$ cat src/rtl/div_pkg.sv
// Shared types and defaults for the sequential restoring divider.
package div_pkg;

   localparam int DIV_WIDTH = 32;
   localparam int DIV_CNT_W = $clog2(DIV_WIDTH);

   typedef enum logic [1:0] {
      IDLE = 2'd0,
      RUN  = 2'd1,
      FIX  = 2'd2
   } div_state_t;

endpackage

$ cat src/rtl/div_abs.sv
// Conditional two's-complement negate: y = neg ? -a : a (modulo 2^WIDTH).
module div_abs #(
   parameter int WIDTH = 32
) (
   input  logic [WIDTH-1:0] a,
   input  logic             neg,
   output logic [WIDTH-1:0] y
);

   assign y = neg ? (~a + WIDTH'(1)) : a;

endmodule

$ cat src/rtl/seq_divider.sv
// Sequential restoring divider (DIV/DIVU), one quotient bit per cycle.
// Optional DIV_EARLY_ZERO_EN: divisor=0 bypasses RUN and goes straight to FIX.
module seq_divider
   import div_pkg::*;
#(
   parameter int WIDTH = DIV_WIDTH
) (
   input  logic             clk,
   input  logic             rst,
   input  logic             start,
   input  logic             sign,
   input  logic [WIDTH-1:0] dividend,
   input  logic [WIDTH-1:0] divisor,
   output logic [WIDTH-1:0] q,
   output logic [WIDTH-1:0] r,
   output logic             busy,
   output logic             done,
   output logic             dz
);

   localparam int CW = $clog2(WIDTH);

   div_state_t       state_q, state_d;
   logic [CW-1:0]    cnt_q, cnt_d;
   logic [WIDTH-1:0] quo_q, quo_d;
   logic [WIDTH-1:0] rem_q, rem_d;
   logic [WIDTH-1:0] dvs_q, dvs_d;
   logic [WIDTH-1:0] dvd_q, dvd_d;
   logic             negq_q, negq_d;
   logic             negr_q, negr_d;
   logic             zero_q, zero_d;
   logic [WIDTH-1:0] q_q, q_d;
   logic [WIDTH-1:0] r_q, r_d;
   logic             dz_q, dz_d;
   logic             done_q, done_d;

   logic [WIDTH-1:0] dvd_mag, dvs_mag;
   logic [WIDTH-1:0] quo_fix, rem_fix;
   logic [WIDTH:0]   prem, diff;

   div_abs #(.WIDTH(WIDTH)) u_abs_dvd (
      .a   (dividend),
      .neg (sign & dividend[WIDTH-1]),
      .y   (dvd_mag)
   );

   div_abs #(.WIDTH(WIDTH)) u_abs_dvs (
      .a   (divisor),
      .neg (sign & divisor[WIDTH-1]),
      .y   (dvs_mag)
   );

   div_abs #(.WIDTH(WIDTH)) u_fix_quo (
      .a   (quo_q),
      .neg (negq_q),
      .y   (quo_fix)
   );

   div_abs #(.WIDTH(WIDTH)) u_fix_rem (
      .a   (rem_q),
      .neg (negr_q),
      .y   (rem_fix)
   );

   // WIDTH+1-bit trial: the top bit of diff is the borrow
   assign prem = {rem_q, quo_q[WIDTH-1]};
   assign diff = prem - {1'b0, dvs_q};

   always_comb begin
      state_d = state_q;
      cnt_d   = cnt_q;
      quo_d   = quo_q;
      rem_d   = rem_q;
      dvs_d   = dvs_q;
      dvd_d   = dvd_q;
      negq_d  = negq_q;
      negr_d  = negr_q;
      zero_d  = zero_q;
      q_d     = q_q;
      r_d     = r_q;
      dz_d    = dz_q;
      done_d  = 1'b0;
      unique case (state_q)
         IDLE: begin
            if (start) begin
               quo_d   = dvd_mag;
               rem_d   = '0;
               dvs_d   = dvs_mag;
               dvd_d   = dividend;
               negq_d  = sign & (dividend[WIDTH-1] ^ divisor[WIDTH-1]);
               negr_d  = sign & dividend[WIDTH-1];
               zero_d  = (divisor == '0);
               cnt_d   = '0;
               state_d = RUN;
`ifdef DIV_EARLY_ZERO_EN
               if (divisor == '0) state_d = FIX;
`endif
            end
         end
         RUN: begin
            quo_d = {quo_q[WIDTH-2:0], ~diff[WIDTH]};
            rem_d = diff[WIDTH] ? prem[WIDTH-1:0] : diff[WIDTH-1:0];
            cnt_d = cnt_q + CW'(1);
            if (cnt_q == CW'(WIDTH-1)) begin
               cnt_d   = '0;
               state_d = FIX;
            end
         end
         FIX: begin
            // first FIX cycle corrects signs, second publishes the result
            if (cnt_q == '0) begin
               quo_d = quo_fix;
               rem_d = rem_fix;
               cnt_d = CW'(1);
            end else begin
               q_d     = zero_q ? '1 : quo_q;
               r_d     = zero_q ? dvd_q : rem_q;
               dz_d    = zero_q;
               done_d  = 1'b1;
               cnt_d   = '0;
               state_d = IDLE;
            end
         end
         default: begin
            state_d = IDLE;
            cnt_d   = '0;
         end
      endcase
   end

   always_ff @(posedge clk or posedge rst) begin
      if (rst) begin
         state_q <= IDLE;
         cnt_q   <= '0;
         quo_q   <= '0;
         rem_q   <= '0;
         dvs_q   <= '0;
         dvd_q   <= '0;
         negq_q  <= 1'b0;
         negr_q  <= 1'b0;
         zero_q  <= 1'b0;
         q_q     <= '0;
         r_q     <= '0;
         dz_q    <= 1'b0;
         done_q  <= 1'b0;
      end else begin
         state_q <= state_d;
         cnt_q   <= cnt_d;
         quo_q   <= quo_d;
         rem_q   <= rem_d;
         dvs_q   <= dvs_d;
         dvd_q   <= dvd_d;
         negq_q  <= negq_d;
         negr_q  <= negr_d;
         zero_q  <= zero_d;
         q_q     <= q_d;
         r_q     <= r_d;
         dz_q    <= dz_d;
         done_q  <= done_d;
      end
   end

   assign q    = q_q;
   assign r    = r_q;
   assign dz   = dz_q;
   assign done = done_q;
   assign busy = (state_q != IDLE);

endmodule

$ cat config.mk
export PLATFORM = sky130hd
export DESIGN_NAME = seq_divider
export DESIGN_NICKNAME = d
export VERILOG_FILES = /design/src/rtl/div_pkg.sv /design/src/rtl/div_abs.sv /design/src/rtl/seq_divider.sv
export SDC_FILE = /design/constraint.sdc
export NUM_CORES = 1
export LEC_CHECK = 0
export ABC_AREA = 1
export CAP_MARGIN = 20
export CORE_MARGIN = 5
export CORE_UTILIZATION = 54
export CTS_CLUSTER_DIAMETER = 30
export DETAILED_ROUTE_END_ITERATION = 16
export HOLD_SLACK_MARGIN = 0.1
export PLACE_DENSITY_LB_ADDON = 0.25
export SLEW_MARGIN = 20
export SYNTH_ARGS = -nofsm -noshare
export SYNTH_HDL_FRONTEND = slang
export SYNTH_SLANG_ARGS = --single-unit
$ cat constraint.sdc
create_clock -name clk -period 6.1 [get_ports clk]
set_input_delay 0.61 -clock clk [delete_from_list [all_inputs] [get_ports clk]]
set_output_delay 0.61 -clock clk [all_outputs]
set_load 0.02 [all_outputs]
==> impl_results.md, run 1 <==
- Total CTS buffers: 48
- Row count: 61
- Fin crit share: 63.5%
- Post-route minimum period: 3870 ps
- Max stage delay on crit path: 760 ps
- Initial DRC count: around 1700
- Worst Setup End Kind: flop
- # diodes: 0
- Vias in the first global route: 15800
- Width of the die: 178 microns
- Max Cap Viol: 0
- Post-CTS setup buffers: 0
- Final nets: approximately 2700
- Synthesized cell area: roughly 15000 sq um
- Tot Pwr: between 10 and 15 mW
- TritonRoute pass-1 iters: 5
- Final slew viol count: 0
- Area Growth Syn to Fin: 21.7%
- Initial antenna violation count: 1
- Vias: approximately 16000
- # resized after CTS: 0
- Htree depth: 2
- Critical path's most frequent cell: buf_4
- First-pass GRT wire length: roughly 84000 microns
- Fin. Hold Viols: 0
- Clock Tree Buf Depth: 3
- DRC errors left: 0
- Area after DPL: ~17000 sq um
- Hold Slack: ~470 ps
- Sink Count: roughly 200
- Clock Pin Slew Worst Setup and Hold Paths: around 50 ps
- WL final: around 53000 microns
- Commonest non-fill, non-tap cells in the layout: nand2_1, inv_1, nor2_1
- DPL Wire Length: between 30000 and 40000 microns
- Post-Syn Instances: 2425
- Unrepaired setup endpoints after global routing: no
- Post-synthesis register bit count: ~200
- Hold Crit Class: flop to flop
- CP required: 6520 ps
- WL/cell: roughly 18 microns
- Post-route setup TNS: 0 ps
- GPL Wtd Cong: slightly above 1
- Die area: around 32000 sq um
- Startpoint Class: flop
- Clock network latency to the later pin of the worst-skew pair: 540 ps
- Post-route ant nets: 0
- P_leak: between 9 and 10 nW
- Clk Tree Root Cell: clkbuf_16
- TritonCTS clock tree: built
- Initial Util: a little over half
- Gr ovfl total: 0
- Yosys Warn Count: 0
- Main synth FF type: dfrtp_1
- Vias/cell: ~5.5
- Synth async-reset ratio: 100%
- I/O Buffers: between 100 and 150
- Pwr Density: about 660 nW/um^2
- Status: complete, no violations
- Die Y: approximately 180 microns
- Setup violators final: 0
- Maximum vdd drop: 375 uV
- Non-Filler Instances: a little under 3000
- Setup slack after layout: 2230 ps
- Placed cells: about 2900
- Syn nets: between 2000 and 3000
- Layout cells sized above 1: under 10%
- Core ar.: between 20000 and 30000 sq um
- Max FO, Critical Path: 65
- Post-synth cell types: 51
- Fin util: between 60% and 70%
- Register area share after synthesis: between 30% and 40%
- Highest clock rate: about 260 MHz
- Hold_buf cts: 0
- Io pins: roughly 140
- Commonest non-fill, non-tap cell in the layout: nand2_1
- Crit-path slowest cell: clkinv_1
- CP Cell Sequence: inv_1, ha_1, nand3_1, nand2_1, buf_4, inv_2, buf_4, nor3_1, nand2_1, buf_4, clkinv_1, o21ai_0, inv_1
- Avg Cell Area, Syn: 6.26 sq um
- Worst-margin pin slew: about 940 ps
- Post-route design area: 18500 sq um
- Worst Skew: ~19 ps
- Post-synth EDFFs: 0
- DP Worst Slack: between 2000 and 2500 ps
- Arr. time, crit path: approximately 4300 ps
- Critical path type: flop to flop
- Largest net degree at the start of global routing: 145
- Slew headroom: between 30% and 40%
- Total Routing Usage GR: between 30% and 40%
layer usage:
layer,GRT usage (%),wire [microns],vias to the layer above
li1,-,-,7943
met1,44.2,22400,7619
met2,54.7,24500,692
met3,6.39,4040,141
met4,13.3,2260,2
met5,0.641,13,-
logic make-up after synthesis:
group | share of synthesized area (%)
buffers and inverters | 11.4
DFF | 33.6
adders and majority gates | 3.76
AOI/OAI and AO/OA | 12.2
xor gates and xnor gates | 2.02
and+or+nand+nor | 37.0
layout make-up:
cell class / instances / area, sq um
fillers: 2582 / 9310
well taps: 378 / 473
repair buffers: 149 / 1470
flip-flops and latches: 204 / 5110
clock inverters: 29 / 379
inverters: 367 / 1380
clock buffers: 60 / 1310
multi-input cells: 1773 / 8360
state kept, by name, indices dropped and copies added (netlist names):
name,count
q,32
dvs_q,32
state_q,2
negr_q,1
done,1
zero_q,1
r,32
cnt_q,5
quo_q,32
dz,1
dvd_q,32
rem_q,32
negq_q,1
synthesized netlist by cell type, types with 2 or more instances:
cell type,n,area share [%]
a21oi_1,117,3.9
a22oi_1,3,0.15
a31oi_1,5,0.21
a32oi_1,5,0.29
and2_1,4,0.16
buf_1,7,0.17
buf_2,12,0.40
buf_4,4,0.20
buf_6,3,0.22
clkbuf_1,55,1.4
clkinv_1,4,0.099
dfrtp_1,204,34
ha_1,44,3.6
inv_1,359,8.9
inv_2,4,0.099
nand2_1,817,20
nand2_2,6,0.25
nand2_4,2,0.15
nand3_1,188,6.2
nand3b_1,11,0.54
nand4_1,37,1.5
nor2_1,207,5.1
nor2_2,12,0.49
nor3_1,34,1.1
nor3_2,3,0.20
nor4_1,10,0.41
o2111ai_1,4,0.23
o211ai_1,7,0.35
o21a_1,2,0.099
o21ai_0,192,6.3
o21ai_1,3,0.099
o221ai_1,3,0.17
o31ai_1,3,0.15
or2_2,4,0.16
xnor2_1,4,0.23
xor2_1,31,1.8
critical path, delay by kind of cell (launching register included):
family	cells	cell delay, ps
and+or+nand+nor	4	490
AOI/OAI and AO/OA	1	470
adders and majority gates	1	210
DFF	1	370
buffers and inverters	7	2210
final timing paths:
path                            slack, ps                 start                     to  cells past startpoint
max in group asynchronous            4730                   rst  rem_q[21]$_DFFE_PP0P_                      3
min in group asynchronous             560                   rst       r[1]$_DFFE_PP0P_                      3
worst min-delay path                  470     r[22]$_DFFE_PP0P_      r[22]$_DFFE_PP0P_                      2
worst max register to register       2230  cnt_q[0]$_DFFE_PP0N_   quo_q[6]$_DFFE_PP0P_                     13
worst max-delay path                 2230  cnt_q[0]$_DFFE_PP0N_   quo_q[6]$_DFFE_PP0P_                     13
worst min register to register        470     r[22]$_DFFE_PP0P_      r[22]$_DFFE_PP0P_                      2
report_power, final:
group          switching, mW  internal, mW
registers              0.542          1.98
clock network          0.839          1.82
logic                   4.82          2.24
No activity file was read; power rests on OpenSTA's default activity.
==> run 2: changes to the inputs <==
==> constraint.sdc (replaced) <==
create_clock -name clk -period 3.1 [get_ports clk]
set_input_delay 0.31 -clock clk [delete_from_list [all_inputs] [get_ports clk]]
set_output_delay 0.31 -clock clk [all_outputs]
set_load 0.02 [all_outputs]
==> impl_results.md, run 2 (same netlist as run 1, synthesis figures left out) <==
- Status: complete, no violations
- Pwr Density: 1300 nW/um^2
- Hold Crit Class: input pin to async pin
- Hold Slack: roughly 120 ps
- Core ar.: between 20000 and 30000 sq um
- Highest clock rate: roughly 350 MHz
- DPL Wire Length: ~39000 microns
- Non-Filler Instances: ~3000
- TritonCTS clock tree: built
- Worst r2r src: quo_q[31]$_DFFE_PP0P_
- Worst Setup End Kind: flop
- CP required: 3540 ps
- WL/cell: between 15 and 20 microns
- Setup violators final: 0
- Clock Tree Buf Depth: 3
- Clk Tree Root Cell: clkbuf_16
- Total Routing Usage GR: between 30% and 40%
- Initial Util: a little over half
- Fin crit share: between 90% and 100%
- Final slew viol count: 0
- Critical path type: flop to flop
- Vias: between 15000 and 20000
- Width of the die: about 180 microns
- Fin util: approximately two thirds
- Vias/cell: ~5.6
- Arr. time, crit path: ~3300 ps
- Startpoint Class: flop
- First-pass GRT wire length: about 83000 microns
- Layout cells sized above 1: ~6.4%
- Unrepaired setup endpoints after global routing: no
- I/O Buffers: between 100 and 150
- Seq. cell area: roughly 5100 sq um
- GPL Wtd Cong: 1.00
- Htree depth: 2
- Net Sw Frac: approximately half
- WL final: a little over 50000 microns
- # resized after CTS: 0
- Worst Skew: about 14 ps
- Post-route setup TNS: 0 ps
- Critical path origin: quo_q[31]$_DFFE_PP0P_
- Comb pwr share: 58.5%
- Die area: between 30000 and 40000 sq um
- Fin. Hold Viols: 0
- Multi-input gate area: 8370 sq um
- Worst-margin pin slew: approximately 880 ps
- Vias in the first global route: 15800
- Clock share of power: about a fifth
- Placed cells: approximately 2900
- Post-route minimum period: about 2900 ps
- Io pins: approximately 140
- Sequential power share: between 20% and 30%
- Final nets: between 2000 and 3000
- Post-route ant nets: 0
- Initial DRC count: 1827
- DRC errors left: 0
- Gr ovfl total: 0
- Post-CTS setup buffers: 0
- Row count: between 60 and 70
- # diodes: 0
- Largest net degree at the start of global routing: between 80 and 90
- Maximum vdd drop: approximately 700 uV
- Fill cell count: 2594
- Commonest non-fill, non-tap cells in the layout: nand2_1, inv_1, nor2_1
- Int Power: around 12 mW
- Sink Count: about 200
- Clock Pin Slew Worst Setup and Hold Paths: around 50 ps
- Max FO, Critical Path: 33
- Area Growth Syn to Fin: 23.1%
- Hold_buf cts: 0
- Net Switching: 12.3 mW
- Initial antenna violation count: 0
- Clock network latency to the later pin of the worst-skew pair: between 500 and 600 ps
- TritonRoute pass-1 iters: 6
- Commonest non-fill, non-tap cell in the layout: nand2_1
- Die Y: approximately 180 microns
- Total CTS buffers: 50
- Max Cap Viol: 0
- P_leak: approximately 10 nW
- Slew headroom: a little over 40%
-- run 2: area by class of cell --
class	instances	share of cell area [%]
Timing Repair Buffer	174	8.91
Sequential cell	204	27.3
Multi-Input combinational cell	1773	44.7
Clock buffer	63	7.55
Tap cell	378	2.53
Clock inverter	28	1.56
Inverter	367	7.39
-- run 2: through the flow --
stage / total power [mW] / area [sq um] / setup slack [ps]
floorplan: 14.3 / 15200 / 146
global placement: 18.4 / 17000 / 340
detailed placement: 18.7 / 17000 / 205
CTS: 24.0 / 18700 / 187
global route: 26.2 / 18700 / 33.6
finish: 24.3 / 18700 / 241
-- run 2: critical path: stages (launching register included) --
cell and delay [ps]:
dfrtp_1 330, inv_1 90, ha_1 250, fa_1 430, inv_1 100, nand2_1 50
nand2_1 80, nand3_1 70, nand2_1 190, nand2_1 90, nand2_2 100, nand2_2 80
nand2_2 80, nand2_4 150, nand2_8 270, nand2_1 80, nand3_1 80, nand2_1 70
nand2_1 80, nand2_1 50
-- run 2: path summary, 6_finish.rpt --
path / slack (ps) / end / depth (start not counted)
max reg2reg: 240 / rem_q[1]$_DFFE_PP0P_ / 19
max in group asynchronous: 2120 / dvs_q[18]$_DFFE_PP0P_ / 4
max: 240 / rem_q[1]$_DFFE_PP0P_ / 19
min reg2reg: 470 / r[20]$_DFFE_PP0P_ / 2
min in group clk: 440 / dvd_q[0]$_DFFE_PP0P_ / 3
min: 120 / dvs_q[2]$_DFFE_PP0P_ / 2
-- run 2: layer usage --
metal,vias up,share of wire (%),global-route usage (%)
met2,784,46,52.5
met5,-,0,0
li1,8009,-,-
met1,7753,43,45.3
met4,0,4.3,13.3
met3,134,7.3,4.41
-- run 2: power by group through the flow --
stage / combinational, mW / sequential (mW) / clock [mW]
floorplan: 9.28 / 5.06 / 0
global placement: 13.6 / 4.83 / 0
detailed placement: 13.8 / 4.86 / 0
CTS: 13.9 / 4.86 / 5.22
global route: 15.8 / 5.03 / 5.37
finish: 14.2 / 4.89 / 5.18
